==> src/rtl/muldiv_unit.sv <==
// RV64M iterative multiply/divide unit: shift-add multiply and restoring
// divide at one bit per cycle, with a registered register-file write port.
module muldiv_unit #(
   parameter int Width = 64
) (
   input  logic             clk,
   input  logic             rst,
   input  logic             start,
   input  logic [2:0]       op,
   input  logic [4:0]       rd,
   input  logic [Width-1:0] rs1_val,
   input  logic [Width-1:0] rs2_val,
   output logic             busy,
   output logic             done,
   output logic [Width-1:0] result,
   output logic             RegWrite,
   output logic [4:0]       WriteDataTrig
);

   localparam int CW = $clog2(Width);
   localparam logic [Width-1:0] MinNeg = {1'b1, {(Width-1){1'b0}}};

   typedef enum logic [1:0] {
      IDLE,
      CALC,
      DONE
   } state_t;

   state_t state_q, state_n;

   logic [CW-1:0]      cnt_q;
   logic [2:0]         op_q;
   logic [4:0]         rd_q;
   logic [Width-1:0]   a_q, b_q;
   logic [Width-1:0]   quo_q, rem_q;
   logic [2*Width-1:0] prod_q;
   logic               neg_q;

   logic               sa, sb;
   logic [Width-1:0]   abs_a, abs_b;
   logic [Width-1:0]   a_n, b_n;
   logic               neg_n;

   assign sa    = rs1_val[Width-1];
   assign sb    = rs2_val[Width-1];
   assign abs_a = sa ? -rs1_val : rs1_val;
   assign abs_b = sb ? -rs2_val : rs2_val;

   // neg_n marks the final negation: product/quotient sign, or dividend sign for REM
   always_comb begin
      a_n   = rs1_val;
      b_n   = rs2_val;
      neg_n = 1'b0;
      unique case (op)
         3'b001: begin
            a_n   = abs_a;
            b_n   = abs_b;
            neg_n = sa ^ sb;
         end
         3'b010: begin
            a_n   = abs_a;
            neg_n = sa;
         end
         3'b100: begin
            a_n   = abs_a;
            b_n   = abs_b;
            neg_n = sa ^ sb;
         end
         3'b110: begin
            a_n   = abs_a;
            b_n   = abs_b;
            neg_n = sa;
         end
         default: ;
      endcase
   end

   logic             b_zero;
   logic             ovf;
   logic             special;
   logic [Width-1:0] spec_res;

   assign b_zero  = (rs2_val == '0);
   assign ovf     = !op[0] && (rs1_val == MinNeg) && (rs2_val == '1);
   assign special = op[2] && (b_zero || ovf);

   always_comb begin
      spec_res = '0;
      if (b_zero)
         spec_res = op[1] ? rs1_val : '1;
      else
         spec_res = op[1] ? '0 : rs1_val;
   end

   logic               last;
   logic [2*Width-1:0] addend;
   logic [2*Width-1:0] prod_n, prod_s;
   logic [Width:0]     rem_sh, diff;
   logic [Width-1:0]   rem_n, quo_n;
   logic [Width-1:0]   quo_s, rem_s;
   logic [Width-1:0]   fin_res;

   assign last   = (cnt_q == CW'(Width-1));
   assign addend = b_q[cnt_q] ? ({{Width{1'b0}}, a_q} << cnt_q) : '0;
   assign prod_n = prod_q + addend;

   // remainder stays below the divisor, so bit Width of diff is the borrow
   assign rem_sh = {rem_q, quo_q[Width-1]};
   assign diff   = rem_sh - {1'b0, b_q};
   assign rem_n  = diff[Width] ? rem_sh[Width-1:0] : diff[Width-1:0];
   assign quo_n  = {quo_q[Width-2:0], ~diff[Width]};

   assign prod_s = neg_q ? -prod_n : prod_n;
   assign quo_s  = neg_q ? -quo_n : quo_n;
   assign rem_s  = neg_q ? -rem_n : rem_n;

   always_comb begin
      fin_res = '0;
      unique case (1'b1)
         op_q == 3'b000:
            fin_res = prod_s[Width-1:0];
         !op_q[2] && (op_q != 3'b000):
            fin_res = prod_s[2*Width-1:Width];
         op_q[2] && !op_q[1]:
            fin_res = quo_s;
         op_q[2] && op_q[1]:
            fin_res = rem_s;
         default: ;
      endcase
   end

   always_comb begin
      state_n = state_q;
      unique case (state_q)
         IDLE: if (start) state_n = special ? DONE : CALC;
         CALC: if (last) state_n = DONE;
         DONE: state_n = IDLE;
         default: state_n = IDLE;
      endcase
   end

   logic [4:0] rd_nx;
   assign rd_nx = (state_q == IDLE && start) ? rd : rd_q;

   always_ff @(posedge clk) begin
      if (rst) begin
         state_q  <= IDLE;
         busy     <= 1'b0;
         done     <= 1'b0;
         RegWrite <= 1'b0;
      end else begin
         state_q  <= state_n;
         busy     <= (state_n != IDLE);
         done     <= (state_n == DONE);
         RegWrite <= (state_n == DONE) && (rd_nx != 5'd0);
      end
   end

   always_ff @(posedge clk) begin
      if (rst) begin
         cnt_q  <= '0;
         op_q   <= '0;
         rd_q   <= '0;
         a_q    <= '0;
         b_q    <= '0;
         quo_q  <= '0;
         rem_q  <= '0;
         prod_q <= '0;
         neg_q  <= 1'b0;
         result <= '0;
      end else begin
         unique case (state_q)
            IDLE: if (start) begin
               op_q   <= op;
               rd_q   <= rd;
               a_q    <= a_n;
               b_q    <= b_n;
               neg_q  <= neg_n;
               quo_q  <= a_n;
               rem_q  <= '0;
               prod_q <= '0;
               cnt_q  <= '0;
               if (special) result <= spec_res;
            end
            CALC: begin
               prod_q <= prod_n;
               rem_q  <= rem_n;
               quo_q  <= quo_n;
               cnt_q  <= last ? '0 : cnt_q + 1'b1;
               if (last) result <= fin_res;
            end
            default: ;
         endcase
      end
   end

   assign WriteDataTrig = rd_q;

endmodule

==> config.mk <==
export PLATFORM = sky130hd
export DESIGN_NAME = muldiv_unit
export DESIGN_NICKNAME = d
export VERILOG_FILES = /design/src/rtl/muldiv_unit.sv
export SDC_FILE = /design/constraint.sdc
export NUM_CORES = 2
export LEC_CHECK = 0
export BUFFER_PORTS_ARGS = -buffer_cell sky130_fd_sc_hd__buf_4
export CORE_MARGIN = 5
export CORE_UTILIZATION = 30
export CTS_CLUSTER_DIAMETER = 60
export CTS_CLUSTER_SIZE = 25
export DETAILED_ROUTE_END_ITERATION = 6
export SETUP_SLACK_MARGIN = 0.05
export SYNTH_ARGS = -nofsm -noshare
export SYNTH_HDL_FRONTEND = slang
export SYNTH_SLANG_ARGS = --single-unit
==> constraint.sdc <==
create_clock -name clk -period 7.93 [get_ports clk]
set_clock_uncertainty 0.2 [all_clocks]
set_input_delay 0.793 -clock clk [delete_from_list [all_inputs] [get_ports clk]]
set_output_delay 0.793 -clock clk [all_outputs]
set_load 0.05 [all_outputs]
### Yosys cells after proc, flatten, opt, wreduce, memory -nomap -nowiden

Index checks and enable logic that the tools add are counted.

* flip-flop bits (word level): 468
* input bits: 139
* output and inout bits: 72
* logic and storage cells: 98

* add/sub/neg operators: 8
* magnitude comparators: 1
* equality and inequality tests: 12
* shifts and indexed selects: 1
* muxes and demuxes: 34
* bitwise operators: 2
* reductions and logical operators: 26

Operators with widths (number)
* $mux 64: 15
* $mux 128: 3
* $pmux 64 s2: 3
* $neg 64->64: 4
* $pmux 128 s2: 1
* $pmux 64 s4: 1
* $add 128x128->128: 1
* $eq 64x64->1 const B: 2
* $neg 128->128: 1
* $shl 64x6->128: 1
* $sub 65x64->65: 1
* $logic_not 64->1: 1
* $mux 6: 2
* $pmux 6 s2: 1
* $logic_and 1x1->1: 8
* $lt 6x7->1 const B: 1
* $add 6x1->6 const B: 1
* $bmux 1 s6: 1
* $eq 3x3->1 const B: 2
* $eq 6x6->1 const B: 1
* $mux 2: 3
* $ne 2x2->1 const B: 3
* $mux 5: 1
* $reduce_bool 5->1: 1
* 20 further kinds: 25

### Longest topological paths before layout

* depth in word-level cells: 10
* depth in mapped cells: 32
* gate-level depth less buffers: 27

### Worst setup path after synthesis

No wires, ideal clock.

* path kind: register to register
* start point: register cnt_q[0]
* end point: register result[33]
* setup time: 129 ps
* arrival: 8252 ps
* required time: 7601 ps
* path slack: -650 ps
* stages on the path, launching flop included: 29
* buffers on the path: 6
* period minus slack after synthesis: 8580 ps
* cell sequence: dfxtp_1 clkbuf_1 clkbuf_1 clkbuf_1 buf_1 mux4_2 mux2i_1 nor2_1 a31oi_1 nor2_1 a31oi_1 nor2_1 ha_1 buf_2 nand4_1 or3_1 a2111oi_2 a221oi_2 nand2_1 xor2_1 a2111o_1 or3_1 or4_4 or3b_1 buf_6 o41ai_2 xnor2_1 a2111oi_2 a21oi_1

* longest elaborated chain between the ends: 9
* elaborated cells on any way between the ends: 13
* classes of those cells: add/sub: 2; eq/ne: 2; shift: 1; mux: 7; reduce/logical: 1

Ends and longest elaborated chain
* start, declared: RTL line 31 `logic [CW-1:0] cnt_q;`
* start signal, assigned: RTL line 189 `cnt_q <= last ? '0 : cnt_q + 1'b1;`
* $bmux 1 s6: RTL line 104 `assign addend = b_q[cnt_q] ? ({{Width{1'b0}}, a_q} << cnt_q) : '0;`
* $mux 1 (implied by the code): RTL line 104
* $mux 128: RTL line 104
* $add 128x128->128: RTL line 105 `assign prod_n = prod_q + addend;`
* $neg 128->128: RTL line 113 `assign prod_s = neg_q ? -prod_n : prod_n;`
* $mux 128: RTL line 113
* $pmux 64 s4: RTL line 119 `unique case (1'b1)`
* $mux 64: RTL line 190 `if (last) result <= fin_res;`
* $pmux 64 s2: RTL line 172 `unique case (state_q)`
* end signal, assigned: RTL line 183 `if (special) result <= spec_res;`
* end signal, assigned: RTL line 190
* end, declared: RTL line 15 `output logic [Width-1:0] result,`

Several ways; a longest one is shown, not always the timed one. The select of a mux whose other input is x is not followed.
A chain may end at the register's enable or synchronous reset.

### Final worst setup path

* start point: register cnt_q[0]
* end point: register result[55]

Same word-level chain as after synthesis.

==> metrics <==
Clk Latency, worst-skew pair=around 0.75 ns; RSZ-0062 raised after global routing=yes; Synth Net Count=7,435; Seq. cell area=9390 µm²; Die Ht=417 µm; Clock H-tree levels=3; Crit path largest cell delay=between 0.5 and 0.6 ns; cell with the most instances after synthesis=nand2_1; CTS tree=built; Critical path buffers and inverters=8; vias=roughly 65,000; Worst path top cell family by delay=simple AND/OR/NAND/NOR gates; metal3 WL=approximately 28 mm; top routing layer in use=met5; fin crit period=7.91 ns; full die area=174,000 µm²; Max FO, Critical Path=16; CP required=8.37 ns; number of global-route vias before repair=59,600; ranking of synthesized cells by area=dfxtp_1 (19%), nand2_1 (6.9%), a21oi_1 (6.6%); Met1 Wirelength=123 mm; layout cell share with drive strength beyond 1=28.2%; CTS buffer count=73; Peak Freq=around 0.13 GHz; Slew Viols, Final=0; GR Overflow Total=0; Final HPWL DP=243 mm; Die W=417 µm; Slew @ Worst Pin=1.09 ns; CTS Buffer Depth=3; Area Overhead vs Synth=38.3%; Post-synth EDFFs=0; mapped cell area=49,800 µm²; hold slack=about 0.094 ns; final net count=8,721; met2 WL=126 mm; register bit total from synthesis=468; HP Class=in -> reg; Antenna Nets Post-Route=0; Critical Path Start Type=register; top-area cell type share of the netlist area=18.8%; area leader, netlist=dfxtp_1; asr flop ratio synth=0%; Netlist cell types=110; filler cell count=17,200; IO Port Bufs=210; Setup violations, final=0; headroom to the max-slew limit=25.8%; VDD IR max=between 0.15 and 0.2 mV; Core Box Area=165,000 µm²; CP Capture Type=register; GR Util All Layers=32.4%; Starting Density=30.2%; CP max stage cell=mux4_2; multi-input combinational cell area=40,100 µm²; sequential fraction of the synthesis area=between 10% and 20%; # rows=approximately 150; post-synthesis instance total=7,096; Tot Pwr=0.00909 W; first-pass GRT wire length=422 mm; clock slew at reported path FFs=around 0.06 ns; hold_buf cts=0; CP arrival=8.35 ns; clock root cell=clkbuf_16; drc violations=0; Yosys Warn Count=0; outcome=finished, final reports clean; leakage=27.5 nW; largest net degree at the start of global routing=approximately 140; # IOs=211; synthesized area per cell=7.02 µm²; DR vias/cell=around 6.1; routed len/inst=around 28 µm; total of max-cap violations=0; initial antenna violation count=10; period utilisation layout=99.8%; Routed WL=around 300 mm; Post-synth top cells=nand2_1 (910), nor2_1 (854), a21oi_1 (658); DRT Pass-1 Iters=6; Hold Violations, Final=0; drt initial violations=8,628; clk sinks=468; RePlAce Congestion=1.02; worst setup path class=reg -> reg; most used cell, CP=buf_4; Top FF cell, synth=dfxtp_1; Pwr Density=132 nW/µm²
[cell families (layout without fill, tap and decap cells)]
logic type	after synthesis	in the layout	synth area share, %
AOI/OAI and AO/OA	2342	2342	30.6
xor gates and xnor gates	462	462	8.12
adders and majority gates	251	251	6.08
buffers and inverters	631	1978	4.95
DFF	468	468	18.8
muxes	198	198	5.88
other	0	5	0
and+or+nand+nor	2744	2744	25.6
[power by group]
part	leakage, nW	switching, W	internal [W]
Combinational	22.5	0.00186	0.00117
Sequential	3.81	0.000120	0.00244
Clock	1.24	0.00158	0.00192
Total	27.5	0.00356	0.00552
[registers in the layout, summed over array words and instances, names as in the netlist, 2 cells and up]
name / count
prod_q: 128
rem_q: 64
b_q: 64
a_q: 64
state_q: 2
WriteDataTrig: 5
cnt_q: 6
op_q: 3
result: 64
quo_q: 64
[worst register-to-register path: cells and delay by family (launching register included)]
family	cells	cell delay, ns
simple gates	13	2.69
buf+inv	8	1.52
compound gates	6	1.32
mux	2	0.88
xor+xnor	2	0.43
flops	1	0.41
fa+ha+maj	1	0.40
[placed cells by master (no fill, tap or decap), types with 116 or more instances in the layout]
cell type / count
dfxtp_1: 461
nand3_1: 116
inv_1: 135
a21oi_1: 609
o21ai_0: 440
buf_4: 1637
nand2_1: 895
a22oi_1: 224
nor2_1: 817
a211oi_1: 127
xor2_1: 212
nor3_1: 165
nand4_1: 134
ha_1: 175
or3_1: 119
xnor2_1: 240
[final timing paths]
path                      startpoint                       endpoint  slack, ns  depth (start not counted)
max reg2reg    cnt_q[0]$_SDFFE_PP0P_        result[55]$_SDFFE_PP0P_       0.02                         32
min reg2reg  prod_q[98]$_SDFFE_PP0P_        prod_q[98]$_SDFFE_PP0P_       0.27                          2
max            cnt_q[0]$_SDFFE_PP0P_        result[55]$_SDFFE_PP0P_       0.02                         32
min                            rd[0]  WriteDataTrig[0]$_SDFFE_PP0P_       0.09                          3
[area by class of cell]
cell class	instances	share of cell area, %
Antenna cell	5	0.0182
Clock buffer	80	2.72
Clock inverter	56	1.08
Inverter	141	0.776
Multi-Input combinational cell	5997	58.3
Sequential cell	468	13.6
Tap cell	2189	3.98
Timing Repair Buffer	1701	19.5
[timing repair]
action / 4_1_cts / 5_1_grt
buffers inserted: 19 / 46
pin swaps: 18 / 118
endpoints found under the setup margin: 65 / 61
cloned: 4 / 6
resized for setup: 131 / 381
[metal layers]
metal  vias to the layer above  track usage (%)
li1                      29000                -
met1                     31400             42.8
met2                      3550             48.9
met3                       747             6.19
met4                         8             19.8
met5                         -                0
[metrics by stage]
stage	area, µm²	worst slack, ns	util (%)	setup TNS, ns	std cells
after global routing	68900	-0.163	41.7	-1.66	10600
after detailed placement	63200	-0.829	38.3	-31.99	10400
after floorplan	49800	0.0551	-	0	7096
final	68900	0.0195	41.7	0	10600
after CTS	66700	0.0157	40.4	0	10600
after global placement	63200	-0.823	38.3	-30.58	10400
(Power assumes the default switching activity.)
